[config.mk]
export PLATFORM = sky130hd
export DESIGN_NAME = ws_inst_sequencer
export DESIGN_NICKNAME = d
export VERILOG_FILES = /design/src/rtl/ws_inst_sequencer.sv
export SDC_FILE = /design/constraint.sdc
export NUM_CORES = 1
export LEC_CHECK = 0
export ABC_CLOCK_PERIOD_IN_PS = 8700
export BUFFER_PORTS_ARGS = -buffer_cell sky130_fd_sc_hd__buf_4
export CAP_MARGIN = 20
export CORE_MARGIN = 2
export CORE_UTILIZATION = 55
export CTS_CLUSTER_SIZE = 12
export DETAILED_ROUTE_END_ITERATION = 8
export GPL_ROUTABILITY_DRIVEN = 0
export HOLD_SLACK_MARGIN = 0.08
export PLACE_DENSITY = 0.77
export REMOVE_ABC_BUFFERS = 1
export SYNTH_ARGS = -nofsm -noshare
export SYNTH_HDL_FRONTEND = slang
export SYNTH_SLANG_ARGS = --single-unit
[constraint.sdc]
create_clock -name clk -period 8.7 [get_ports clk]
set_input_delay 0.435 -clock clk [delete_from_list [all_inputs] [get_ports clk]]
set_output_delay 0.435 -clock clk [all_outputs]
set_load 0.02 [all_outputs]
[src/rtl/ws_inst_sequencer.sv]
// Weight-stationary instruction sequencer: walks every kernel tile through
// weight load, weight feed, activation load, execute and OFIFO drain.
module ws_inst_sequencer #(
  parameter int          col      = 8,
  parameter int          len_nij  = 36,
  parameter int          len_kij  = 9,
  parameter logic [10:0] x_base   = 11'h000,
  parameter logic [10:0] w_base   = 11'h400,
  parameter logic [10:0] p_base   = 11'h000,
  parameter int          exec_pad = 2
) (
  input  logic        clk,
  input  logic        reset,
  input  logic        start,
  input  logic        ofifo_valid,
  output logic [34:0] inst,
  output logic        busy,
  output logic        done,
  output logic [3:0]  kij
);

  localparam logic [34:0] IDLE_INST = 35'h1_800C_0000;

  typedef enum logic [2:0] {
    S_IDLE, S_LD_W, S_FEED_W, S_LD_X, S_EXEC, S_DRAIN, S_DONE
  } state_t;

  state_t      state, state_n;
  logic [15:0] t, t_n;
  logic [3:0]  kij_n;
  logic        rd_n;
  logic [34:0] inst_n;

  function automatic logic [10:0] addr11(input logic [31:0] v);
    return v[10:0];
  endfunction

  always_comb begin
    state_n = state;
    t_n     = t + 16'd1;
    kij_n   = kij;
    rd_n    = 1'b0;
    case (state)
      S_IDLE: begin
        t_n = '0;
        if (start) begin
          state_n = S_LD_W;
          kij_n   = '0;
        end
      end
      S_LD_W:   if (t == 16'(col - 1))                 begin state_n = S_FEED_W; t_n = '0; end
      S_FEED_W: if (t == 16'(2 * col))                 begin state_n = S_LD_X;   t_n = '0; end
      S_LD_X:   if (t == 16'(len_nij - 1))             begin state_n = S_EXEC;   t_n = '0; end
      S_EXEC:   if (t == 16'(len_nij + exec_pad - 1))  begin state_n = S_DRAIN;  t_n = '0; end
      S_DRAIN: begin
        t_n = t;
        if (t == 16'(len_nij)) begin
          t_n = '0;
          if (kij == 4'(len_kij - 1)) begin
            state_n = S_DONE;
          end else begin
            state_n = S_LD_W;
            kij_n   = kij + 4'd1;
          end
        // Only re-read after a gap cycle: the core sees our read one cycle late.
        end else if (ofifo_valid && !inst[6]) begin
          rd_n = 1'b1;
          t_n  = t + 16'd1;
        end
      end
      default: begin
        state_n = S_IDLE;
        t_n     = '0;
      end
    endcase
  end

  // The instruction word is encoded from the next-state view so it is registered alongside it.
  always_comb begin
    inst_n = IDLE_INST;
    case (state_n)
      S_LD_W: begin
        inst_n[19]   = 1'b0;
        inst_n[17:7] = addr11(32'(w_base) + 32'(kij_n) * 32'(col) + 32'(t_n));
        inst_n[2]    = 1'b1;
      end
      S_FEED_W: begin
        inst_n[3] = 1'b1;
        inst_n[0] = 1'b1;
      end
      S_LD_X: begin
        inst_n[19]   = 1'b0;
        inst_n[17:7] = addr11(32'(x_base) + 32'(t_n));
        inst_n[2]    = 1'b1;
      end
      S_EXEC: begin
        inst_n[3] = 1'b1;
        inst_n[1] = 1'b1;
      end
      S_DRAIN: begin
        if (rd_n) begin
          inst_n[32]    = 1'b0;
          inst_n[31]    = 1'b0;
          inst_n[30:20] = addr11(32'(p_base) + 32'(kij) * 32'(len_nij) + 32'(t));
          inst_n[6]     = 1'b1;
        end
      end
      default: inst_n = IDLE_INST;
    endcase
  end

  always_ff @(posedge clk) begin
    if (reset) begin
      state <= S_IDLE;
      t     <= '0;
      kij   <= '0;
      inst  <= IDLE_INST;
      busy  <= 1'b0;
      done  <= 1'b0;
    end else begin
      state <= state_n;
      t     <= t_n;
      kij   <= kij_n;
      inst  <= inst_n;
      busy  <= (state_n != S_IDLE) && (state_n != S_DONE);
      done  <= (state_n == S_DONE);
    end
  end

endmodule

# Word level (Yosys, flattened, before mapping)

Index checks and enable logic that the tools add are counted.
W data, S select, Z words.

Input bits: 4
Bits in registers: 60
Logic and storage cells: 74
Output and inout port bits: 41

Multiplexer cells: 30
Add/sub/neg operators: 5
Bitwise gates (word level): 2
Reduce and logical (&&, ||, !) cells: 9
$mul: 1
Equal/unequal tests: 18

Operators with widths:

| operator                | number |
|---|---|
| $mux W16                | 6 |
| $pmux W16 S5            | 1 |
| $eq A16 B6 Y1 const B   | 3 |
| $pmux W11 S2            | 1 |
| $mux W3                 | 7 |
| $pmux W3 S6             | 1 |
| $add A16 B1 Y16 const B | 1 |
| $eq A16 B3 Y1 const B   | 1 |
| $eq A16 B5 Y1 const B   | 1 |
| $eq A3 B3 Y1 const B    | 5 |
| $mux W13                | 1 |
| $eq A3 B2 Y1 const B    | 4 |
| $mux W4                 | 3 |
| $add A10 B11 Y11        | 1 |
| $add A11 B11 Y11        | 1 |
| $add A11 B7 Y11 const A | 1 |
| $mux W1                 | 9 |
| $mul A4 B4 Y8 const B   | 1 |
| $pmux W4 S2             | 1 |
| $eq A3 B1 Y1 const B    | 2 |
| $reduce_or A2 Y1        | 3 |
| $add A4 B1 Y4 const B   | 1 |
| $eq A4 B4 Y1 const B    | 1 |
| $logic_not A3 Y1        | 1 |
| 6 further kinds         | 8 |

# Logic depth before layout (Yosys ltp)

Word-level depth: 7
Mapped depth: 17
Gate-level depth less buffers: 16

# Least setup slack after synthesis

OpenSTA, ideal clock, no wires.

Path type: register to register
Start: reg t[6]
End: reg inst[16]
Period minus slack after synthesis: 3.663 ns
Path buffers: 0
Library setup time: 0.119 ns
Stages on the path, launching flop included: 15
Data required time: 8.581 ns
Slack: 5.037 ns
Arrival: 3.544 ns
Cells stage by stage: dfxtp_1 or4_4 or4b_4 nand2_1 o21ai_1 nor2_1 nor3_1 o21bai_1 ha_1 ha_1 a31o_1 maj3_2 a21oi_2 nor4_1 o2bb2a_2

Elaborated cells between the ends (all ways): 26
Those cells by class: add/sub (3); eq/ne (7); mux (16)

RTL lines:

| element                               | RTL line | source |
|---|---|---|
| from (decl)                           | 29       | `logic [15:0] t, t_n;` |
| from (signal assigned)                | 122      | `t <= t_n;` |
| $eq A16 B6 Y1 (tied with other cells) | 57       | `if (t == 16'(len_nij)) begin` |
| $mux W16 (on tied branches)           | -        |  |
| $pmux W16 S5 *                        | 43       | `case (state)` |
| net t_n[3]                            | 29       |  |
| $add A11 B11 Y11 *                    | 84       | `inst_n[17:7] = addr11(32'(w_base) + 32'(kij_n) * 32'(col) + 32'(t_n));` |
| $pmux W11 S2 *                        | 81       | `case (state_n)` |
| to (signal assigned)                  | 124      | `inst <= inst_n;` |
| to (decl)                             | 16       | `output logic [34:0] inst,` |

The timed path passes the listed nets; every way through them passes the cells marked *.
A chain may end at the register's enable or synchronous reset.

# Worst setup path in the final report

Same ends and word-level chain as after synthesis.

==> results.yml <==
run_status:
  status: "completed"
grt:
  grt_max_degree: 22
  grt_pass1_vias: 2529
  gr-total-overflow: 0
  antenna_found_initial: 0
  grt_pass1_wl_mm: 12.0
  grt_util_all_layers_pct: 24.1
worst_setup_path:
  crit_required_ns: 8.90
  max_stage_delay_ns: 0.95
  critical_path_class: "flip-flop to flip-flop"
  crit_chain: "or4_4 -> nor4_2 -> nor3_1 -> nor2_1 -> nor3_1 -> o21bai_1 -> ha_1 -> ha_1 -> a31o_1 -> maj3_2 -> a21oi_2 -> nor4_1 -> o2bb2a_2"
  cp.arrival_ns: 4.55
  path_delay_family: "simple AND/OR/NAND/NOR gates"
  cp-start-kind: "flip-flop"
  crit_fanout: 12
  crit_slowest_cell: "nor4_2"
  critical_path_buf_inv_count: 0
  cp-end-kind: "flip-flop"
die:
  die_h_um: 79.4
  dieArea_um2: 6300
  dieWidth_um: 79.4
  num_io_pins: 45
  start_util_pct: 56.8
  std_cell_rows: 27
  core_area_um2: 5510
cts:
  insertion_delay_ns: 0.30
  cts_made_buffers: 5
  cts_hold_buf: 0
  post_cts_buffers: 0
  cts.sinks: 54
  path_clk_slew_ns: 0.09
  cts_tree: "yes"
  cts_buffer_depth: 2
  cts_resized: 0
  htree_levels: 2
  cts_root_buf: "clkbuf_8"
timing:
  relSlewSlack_pct: 27.5
  worst_pin_slew_ns: 1.08
  skew_ns: 0.00665
  slew_violations: 0
  setup_viol: 0
  period_share_pct: 50.0
  fin_tns_setup_ns: 0
  clock.fmax_ghz: 0.230
  rsz0062_at_grt: "no"
  hold_viol_final: 0
  min_period_ns: 4.35
  fin_ws_ns: 4.35
synthesis:
  synth_ff_type: "dfxtp_1"
  synth_cell_types: 68
  yosysSeqAreaShare_pct: 34.6
  synth-xor-area-share_pct: 3.64
  synthSimpleGateAreaFrac_pct: 27.9
  synthArstFlopShare_pct: 0
  synth_fa_ha_area_share_pct: 8.61
  ys_warn_count: 0
  synth_seq_cells: 54
  synth_mux_area_share_pct: 0.320
  synth_edf_count: 0
  netlist_area_um2: 3130
  synth_cells: 380
  avgSynthCellArea_um2: 8.22
  synth_top_family_by_area: "simple AND/OR/NAND/NOR gates"
  synth_compound_area_share_pct: 19.7
cells_and_area:
  layout_common_cells: "54 x dfxtp_1, 49 x nor2_1, 39 x buf_4"
  final_common_cell: "dfxtp_1"
  fin_nets: 434
  fillers: 517
  final_layout_size_suffix_gt1_share_pct: 15.4
  area_growth_pct: 12.0
  fin_util_pct: 63.6
  diodes: 0
drt:
  postRouteAntennaNets: 0
  wirelength_mm: 7.35
  drc: 0
  firstDrtPassIters: 5
  first_iter_violations: 317
  wl_per_cell_um: 15.2
  avgViaCountPerCell: 5.99
  vias: 2888
placed_design:
  dp_hpwl_mm: 5.60
  place_ws_ns: 4.49
  numPortBuffers: 39
pwr:
  peakVddDrop_mv: 0.0712
  finalPower_w: 0.000412
  p_per_area_nw_per_um2: 118
  total_leakage_power_nw: 1.43
run:
  cap_viol_max_count: 0
min_path:
  min-delay-path-class: "input port to flip-flop"
==> per-stage QoR <==
| stage | std cells | hold WS, ns | cell area, µm² |
|---|---|---|---|
| 2_1_floorplan | 363 | 0.468 | 3040 |
| 3_3_place_gp | 474 | 0.483 | 3420 |
| 3_5_place_dp | 475 | 0.501 | 3420 |
| 4_1_cts | 482 | 0.463 | 3500 |
| 5_1_grt | 482 | 0.469 | 3500 |
| 6_report | 482 | 0.467 | 3500 |
==> per-layer routing <==
metal	track usage, %	routed length (µm)	up-vias
li1	-	-	1424
met1	31.3	3300	1315
met2	39.7	3350	127
met3	4.30	456	22
met4	9.83	236	0
met5	0	0	-
==> where the power goes <==
group / leakage [nW] / switching [W] / internal, W
logic: 0.957 / 0.0000201 / 0.0000102
clock network: 0.0383 / 0.0000746 / 0.0000556
registers: 0.436 / 0.00000241 / 0.000249
total: 1.43 / 0.0000972 / 0.000315
==> state kept, by name, indices dropped and copies added (netlist names) <==
register	flops
busy	1
kij	4
t	16
done	1
inst	29
state	3
==> synthesized netlist by cell type, types with 3 or more instances <==
master / count / area (µm²)
a21o_1: 3 / 22.5
a21oi_1: 17 / 85.1
a22o_1: 3 / 26.3
a31oi_1: 7 / 43.8
and2_1: 3 / 18.8
and3_1: 8 / 50.1
buf_4: 6 / 45.0
clkbuf_1: 12 / 45.0
dfxtp_1: 54 / 1080
ha_1: 19 / 238
inv_1: 15 / 56.3
nand2_1: 27 / 101
nand2b_1: 6 / 37.5
nand3_1: 12 / 60.1
nand3b_1: 3 / 22.5
nand4_1: 5 / 31.3
nor2_1: 49 / 184
nor2b_1: 10 / 62.6
nor3_1: 12 / 60.1
nor4_1: 6 / 37.5
nor4bb_1: 3 / 30.0
o21ai_0: 20 / 100
o21bai_1: 4 / 30.0
or2_2: 4 / 25.0
or3_1: 5 / 31.3
or4_1: 3 / 22.5
xnor2_1: 7 / 61.3
xor2_1: 6 / 52.6
==> layout make-up <==
cell class | count | area, µm² | share of cell area, %
multi-input cells | 294 | 1900 | 54.3
repair buffers | 40 | 298 | 8.51
well taps | 72 | 90.1 | 2.57
flip-flops and latches | 54 | 1080 | 30.9
clock buffers | 7 | 76.3 | 2.18
inverters | 15 | 56.3 | 1.61
==> kinds of logic after synthesis <==
group / count (synthesis)
AOI/OAI and AO/OA: 88
xor gates and xnor gates: 13
adders and majority gates: 21
buffers and inverters: 35
DFF: 54
muxes: 1
other: 2
and+or+nand+nor: 166
==> worst paths after layout <==
path / from / to / slack (ns) / cells past startpoint
setup / recovery: t[6] / inst[16] / 4.35 / 13
hold / removal: reset / kij[2] / 0.47 / 2
setup reg to reg: t[6] / inst[16] / 4.35 / 13
hold reg to reg: t[15] / t[15] / 0.52 / 2
Note: power is estimated with default switching activity, not from simulation.
